--- src/rtl/branch_resolve_unit.sv ---
// Branch/SLT resolve unit: operand compare, funct3 decode, mispredict/illegal flags,
// optional compare/decision pipeline registers and saturating taken/mispredict counters.
module branch_resolve_unit #(
    parameter int XLEN        = 32,
    parameter int PIPE_STAGE0 = 0,
    parameter int PIPE_STAGE1 = 0,
    parameter int TAG_W       = 4,
    parameter int CNT_W       = 32
) (
    input  logic             clk,
    input  logic             reset_n,
    input  logic             i_valid,
    input  logic [TAG_W-1:0] i_tag,
    input  logic             i_slt_op,
    input  logic             i_br_signed,
    input  logic             i_is_branch,
    input  logic [2:0]       i_funct3,
    input  logic             i_pred_taken,
    input  logic [XLEN-1:0]  i_rd1,
    input  logic [XLEN-1:0]  i_rd2,
    input  logic             i_flush,
    input  logic             i_cnt_clr,
    output logic             o_valid,
    output logic [TAG_W-1:0] o_tag,
    output logic             o_slt,
    output logic             o_is_branch_valid,
    output logic             o_mispredict,
    output logic             o_illegal,
    output logic [CNT_W-1:0] o_taken_cnt,
    output logic [CNT_W-1:0] o_mispred_cnt
);

    typedef struct packed {
        logic [TAG_W-1:0] tag;
        logic             slt_op;
        logic             is_branch;
        logic [2:0]       funct3;
        logic             pred_taken;
        logic             lt;
        logic             eq;
    } cmp_t;

    typedef struct packed {
        logic [TAG_W-1:0] tag;
        logic             slt;
        logic             taken;
        logic             mispredict;
        logic             illegal;
    } dec_t;

    localparam logic [CNT_W-1:0] CNT_ONE = {{(CNT_W-1){1'b0}}, 1'b1};
    localparam logic [CNT_W-1:0] CNT_MAX = {CNT_W{1'b1}};

    // vld_pipe[0]: request entering, [1]: after compare, [2]: after decision
    logic [2:0]         vld_pipe;
    cmp_t               cmp_d, cmp_q;
    dec_t               dec_d, dec_q;
    logic signed [XLEN:0] op1_x, op2_x;
    logic               br_cond;
    logic               illegal;

    // Compare stage: one extra bit turns signed and unsigned into a single signed compare
    always_comb begin
        op1_x            = {i_br_signed & i_rd1[XLEN-1], i_rd1};
        op2_x            = {i_br_signed & i_rd2[XLEN-1], i_rd2};
        cmp_d            = '0;
        cmp_d.tag        = i_tag;
        cmp_d.slt_op     = i_slt_op;
        cmp_d.is_branch  = i_is_branch;
        cmp_d.funct3     = i_funct3;
        cmp_d.pred_taken = i_pred_taken;
        cmp_d.lt         = (op1_x < op2_x);
        cmp_d.eq         = (i_rd1 == i_rd2);
    end

    assign vld_pipe[0] = i_valid & ~i_flush;

    generate
        if (PIPE_STAGE0 != 0) begin : g_s0_reg
            logic vld_q;
            cmp_t cmp_r;
            always_ff @(posedge clk) begin
                if (!reset_n) begin
                    vld_q <= 1'b0;
                    cmp_r <= '0;
                end else begin
                    vld_q <= vld_pipe[0] & ~i_flush;
                    cmp_r <= cmp_d;
                end
            end
            assign vld_pipe[1] = vld_q;
            assign cmp_q       = cmp_r;
        end else begin : g_s0_comb
            assign vld_pipe[1] = vld_pipe[0];
            assign cmp_q       = cmp_d;
        end
    endgenerate

    // Decision stage
    always_comb begin
        br_cond = 1'b0;
        case (cmp_q.funct3)
            3'b000:         br_cond = cmp_q.eq;
            3'b001:         br_cond = ~cmp_q.eq;
            3'b100, 3'b110: br_cond = cmp_q.lt;
            3'b101, 3'b111: br_cond = ~cmp_q.lt;
            default:        br_cond = 1'b0;
        endcase
        illegal          = cmp_q.is_branch & (cmp_q.funct3[2:1] == 2'b01);
        dec_d            = '0;
        dec_d.tag        = cmp_q.tag;
        dec_d.taken      = cmp_q.is_branch & br_cond;
        dec_d.illegal    = illegal;
        dec_d.mispredict = cmp_q.is_branch & ~illegal & (dec_d.taken ^ cmp_q.pred_taken);
        dec_d.slt        = cmp_q.slt_op ? cmp_q.lt : 1'b1;
    end

    generate
        if (PIPE_STAGE1 != 0) begin : g_s1_reg
            logic vld_q;
            dec_t dec_r;
            always_ff @(posedge clk) begin
                if (!reset_n) begin
                    vld_q <= 1'b0;
                    dec_r <= '0;
                end else begin
                    vld_q <= vld_pipe[1] & ~i_flush;
                    dec_r <= dec_d;
                end
            end
            assign vld_pipe[2] = vld_q;
            assign dec_q       = dec_r;
        end else begin : g_s1_comb
            assign vld_pipe[2] = vld_pipe[1];
            assign dec_q       = dec_d;
        end
    endgenerate

    // Flush and reset mask the output even when the whole path is combinational
    assign o_valid           = vld_pipe[2] & ~i_flush & reset_n;
    assign o_tag             = dec_q.tag;
    assign o_slt             = dec_q.slt;
    assign o_is_branch_valid = dec_q.taken;
    assign o_mispredict      = dec_q.mispredict;
    assign o_illegal         = dec_q.illegal;

    always_ff @(posedge clk) begin
        if (!reset_n) begin
            o_taken_cnt   <= '0;
            o_mispred_cnt <= '0;
        end else if (i_cnt_clr) begin
            o_taken_cnt   <= '0;
            o_mispred_cnt <= '0;
        end else begin
            if (o_valid && dec_q.taken && o_taken_cnt != CNT_MAX)
                o_taken_cnt <= o_taken_cnt + CNT_ONE;
            if (o_valid && dec_q.mispredict && o_mispred_cnt != CNT_MAX)
                o_mispred_cnt <= o_mispred_cnt + CNT_ONE;
        end
    end

endmodule

--- config.mk ---
export PLATFORM = sky130hd
export DESIGN_NAME = branch_resolve_unit
export DESIGN_NICKNAME = d
export VERILOG_FILES = /design/src/rtl/branch_resolve_unit.sv
export SDC_FILE = /design/constraint.sdc
export NUM_CORES = 1
export LEC_CHECK = 0
export CAP_MARGIN = 20
export CORE_UTILIZATION = 41
export CTS_CLUSTER_SIZE = 24
export DETAILED_ROUTE_END_ITERATION = 10
export GPL_TIMING_DRIVEN = 0
export PLACE_DENSITY = 0.79
export SLEW_MARGIN = 20
export SYNTH_ARGS = -nofsm -noshare
export SYNTH_HDL_FRONTEND = slang
export SYNTH_SLANG_ARGS = --single-unit
--- constraint.sdc ---
create_clock -name clk -period 10.5 [get_ports clk]
set_clock_uncertainty 0.1 [all_clocks]
set_input_delay 1.05 -clock clk [delete_from_list [all_inputs] [get_ports clk]]
set_output_delay 1.05 -clock clk [all_outputs]
set_load 0.03 [all_outputs]
# After elaboration in Yosys (flattened, before gate mapping)
# Cells that the tools add are included.
# Widths: inputs -> output; s select.
# totals
ff_bits	64
input_bits	80
output_inout_bits	73
word_cells	39
# op_classes
n_addsub	2
n_lt_le_gt_ge	1
eq_ne	9
muxes	2
bitwise_logic	15
n_reduce_logical	8
# op_table
op	count
$add 32x1->32 const B	2
$ne 32x32->1 const B	2
$lt 33x33->1	1
$eq 32x32->1	1
$eq 3x3->1 const B	4
$and 1x1->1	9
$reduce_or 2->1	3
$not 1->1	5
$logic_and 1x1->1	4
$pmux 1 s4	1
$eq 3x1->1 const B	1
$logic_not 3->1	1
$eq 2x1->1 const B	1
$mux 1	1
$xor 1x1->1	1

# Depth between registers and ports, before layout
# depth
word_depth	9
depth_mapped	13
ltp_nobuf	11

# Worst setup path after synthesis
# OpenSTA, ideal clock, no wires.
# synth_path
path_type	in2out
start	in i_rd2[31]
end	out o_mispredict
arrival_time_ns	3.844
required_time_ns	9.350
path_slack_ns	5.506
stages	11
n_path_buf	2
path_cell_list	inv_1 -> ha_1 -> nand3_1 -> or4_1 -> or3_1 -> a32o_2 -> mux2i_4 -> xnor2_1 -> buf_2 -> clkbuf_1 -> nor2_1
# synth_between
elab_chain_len	7
word_cells_on_any_way	9
cone_classes	order compare: 1; eq/ne: 1; mux: 1; bitwise: 6
# synth_lines
item	line	rtl
from (decl)	20	input logic [XLEN-1:0] i_rd2,
$and 1x1->1	65	op2_x = {i_br_signed & i_rd2[XLEN-1], i_rd2};
$lt 33x33->1	72	cmp_d.lt = (op1_x < op2_x);
$not 1->1	106	3'b101, 3'b111: br_cond = ~cmp_q.lt;
$pmux 1 s4 *	102	case (cmp_q.funct3)
$and 1x1->1 *	112	dec_d.taken = cmp_q.is_branch & br_cond;
$xor 1x1->1 *	114	dec_d.mispredict = cmp_q.is_branch & ~illegal & (dec_d.taken ^ cmp_q.pred_taken);
$and 1x1->1 *	114	
to (decl)	27	output logic o_mispredict,
# Mark *: on every way between the ends. The rest lies on a longest branch, timed or not.

# Worst setup path in the final report
# Same ends and word-level chain as after synthesis.

==> reports/summary.log <==
INFO  finish         synthToLayoutAreaGrowth=44.2%
INFO  finish         diodes=0
INFO  timing         hold_violations=0
INFO  grt            via_count_of_the_first_global_routing_pass=4355
INFO  floorplanning  placement_rows=36
INFO  clocking       cts_sinks=64
INFO  finish         post-route-util=61.1%
INFO  synthesis      post_synth_instance_area=4140um^2
INFO  routing        detail_route.wirelength=12600um
INFO  critical_path  criticalPathCategory=input port to primary output
INFO  clocking       cts_resized=0
INFO  routing        route.detailed.drc=0
INFO  critical_path  reg2reg_slack=6.58ns
INFO  floorplanning  dieArea=10500um^2
INFO  critical_path  worst_ep_arrival_time=5.40ns
INFO  synthesis      post_synth_inst_count=529
INFO  timing         maxSlewHeadroom=37.8%
INFO  timing         final_min_period_over_clock_period=62.3%
INFO  critical_path  worst-path-max-fanout=10
INFO  clocking       cts_max_path_buffers=2
INFO  clocking       tritoncts_clock_tree=built
INFO  finish         final_nets=802
INFO  floorplanning  chipWidth=103um
INFO  grt            global_route_wire_length_before_repair=19800um
INFO  finish         final_common_cell=clkdlybuf4s50_1
INFO  clocking       inserted_clock_buffers=9
INFO  placed_design  place.detailed.hpwl=9820um
INFO  critical_path  worstPathRequired=9.35ns
INFO  synthesis      yosysWarnings=0
INFO  timing         setup_repair_after_global_routing_missed_its_margin=no
INFO  routing        first_iter_violations=169
INFO  finish         post_route_cells_drive_above_1_share=3.90%
INFO  timing         setup_viol=0
INFO  synthesis      synthDistinctLibCells=41
INFO  grt            antenna_violations_before_repair=0
INFO  routing        antenna_violating_nets_post_route=0
INFO  synthesis      postSynth.topFlopCell=dfxtp_1
INFO  synthesis      synth_fp_nets=643
INFO  placed_design  detailedPlace.worstSlack=3.97ns
INFO  routing        detailedRoute.firstPassIterationCount=5
INFO  clocking       cts.reportedPaths.clkPinSlew=0.08ns
INFO  grt            grt_max_degree=12
INFO  placed_design  gp_congestion=0.900
INFO  critical_path  timing.critical_path.to_type=primary output
INFO  synthesis      async_flop_share=0%
INFO  clocking       post-cts-setup-buffers=0
INFO  placed_design  place.port_buffers=148
INFO  critical_path  start_kind=input port
INFO  floorplanning  coreArea=9770um^2
INFO  synthesis      ys_seq_elements=64
INFO  routing        post_drt_wl_per_cell=15.3um
INFO  clocking       clk-insertion-delay-late=0.34ns
INFO  finish         layout_common_cells=clkdlybuf4s50_1 (148), dfxtp_1 (64), a21oi_1 (47), inv_1 (44), nand2_1 (39)
INFO  synthesis      syn-mean-instance-area=7.83um^2
INFO  synthesis      synth_edf_count=0
INFO  synthesis      seq_area_frac_synth=30.9%
INFO  power          power_leakage=0.00214uW
INFO  clocking       ctsRootBufferMaster=clkbuf_8
INFO  grt            grt_usage=24.1%
INFO  routing        vias=4592
INFO  power          p_per_area=88.5nW/um^2
INFO  routing        vias_per_cell=5.57
INFO  timing         timing_worst_slew_pin_value=0.925ns
INFO  timing         period_needed=6.55ns
INFO  clocking       ctsHoldBuffers=0
INFO  timing         totalNegativeSetupSlack=0ns
INFO  floorplanning  die_h=103um
INFO  grt            grt_overflow_total=0
INFO  timing         post-route-worst-setup-slack=3.95ns
INFO  floorplanning  io_pins=153
INFO  timing         timing.final.max_slew_violations=0
INFO  timing         max_clock_freq=153MHz
INFO  clocking       cts_max_level=3
INFO  run            max-cap-violations=0
INFO  status         outcome=completed
INFO  power          vdd.ir_drop.worst=0.0666mV
INFO  min_path       worstHoldPathType=flop to flop
INFO  floorplanning  initial_utilization=42.4%
[logic make-up (layout without fill, tap and decap cells)]
group / Yosys count / after routing / share of synthesized area [%]
and+or+nand+nor: 227 / 227 / 30.0
AOI/OAI and AO/OA: 111 / 111 / 16.3
buffers and inverters: 66 / 229 / 6.43
DFF: 64 / 64 / 30.9
adders and majority gates: 34 / 34 / 10.3
xor gates and xnor gates: 25 / 25 / 5.28
muxes: 2 / 2 / 0.785
[report_power, final]
group	switching (uW)	total, uW	internal (uW)
Clock	99.2	189	90.2
Sequential	0.0982	243	243
Combinational	47.7	96.6	48.9
Total	147	529	382
[final cells by class]
class                           instances  area, um^2
Clock buffer                           10         138
Timing Repair Buffer                  148        1480
Multi-Input combinational cell        399        2610
Sequential cell                        64        1280
Inverter                               44         165
Tap cell                              133         166
Fill cell                             856        3800
Clock inverter                          5        33.8
Buffer                                 22         101
[layer usage]
metal	part of all wire (%)	GRT usage [%]	vias to the layer above
li1	-	-	2255
met1	40	27.2	2155
met5	0	0	-
met3	7.4	5.76	21
met2	50	43.7	161
met4	1.9	9.45	0
[per-stage QoR]
step	power (uW)	instances	hold slack, ns	cell area, um^2
final	529	825	0.395	5970
after global routing	551	825	0.428	5970
after CTS	532	825	0.394	5970
after detailed placement	345	810	0.383	5800
after global placement	342	810	0.374	5790
after floorplan	296	529	0.504	4140
[final timing paths]
path,from,end,cells past startpoint
setup / recovery,i_rd2[31],o_mispredict,13
hold / removal,o_mispred_cnt[22]$_SDFFE_PP0P_,o_mispred_cnt[22]$_SDFFE_PP0P_,2
setup reg to reg,o_mispred_cnt[0]$_SDFFE_PP0P_,o_mispred_cnt[0]$_SDFFE_PP0P_,11
hold reg to reg,o_mispred_cnt[22]$_SDFFE_PP0P_,o_mispred_cnt[22]$_SDFFE_PP0P_,2
[registers in the layout, indices dropped and copies added, names as in the netlist]
signal / flops
o_mispred_cnt: 32
o_taken_cnt: 32
[synth_stat cells (2+ instances only)]
cell      instances  share of area (%)
or4_1            26                4.7
a211oi_1          4               0.72
xnor2_1           7                1.5
a21o_1            7                1.3
dfxtp_1          64                 31
or4b_1            2               0.48
buf_4             4               0.72
nor4_1            6               0.91
o21ai_0          19                2.3
nand2_1          39                3.5
clkbuf_1         15                1.4
nand3_1          31                3.7
and3_1           11                1.7
nor2b_1           3               0.45
xor2_1           18                3.8
nand4_1          27                4.1
buf_2             3               0.36
o41ai_1           2               0.42
nor2_1           37                3.4
ha_1             34                 10
or3_1            14                2.1
nor3_1            8               0.97
a21oi_1          47                5.7
nand2b_1          5               0.75
and4_1            7                1.5
o31ai_1          20                3.6
o211ai_1          5               0.91
inv_1            44                4.0
and2_1            8                1.2
[worst max-delay path, cell delays in order]
cell	delay [ns]
clkdlybuf4s50_1	0.50
inv_1	0.05
ha_1	0.30
nand3_1	0.18
or4_1	0.62
or3_1	0.37
a32o_2	0.32
mux2i_4	0.23
xnor2_1	0.39
buf_2	0.28
clkbuf_1	0.39
nor2_1	0.11
clkdlybuf4s50_1	0.61
Power figures use the tool's default switching activity.
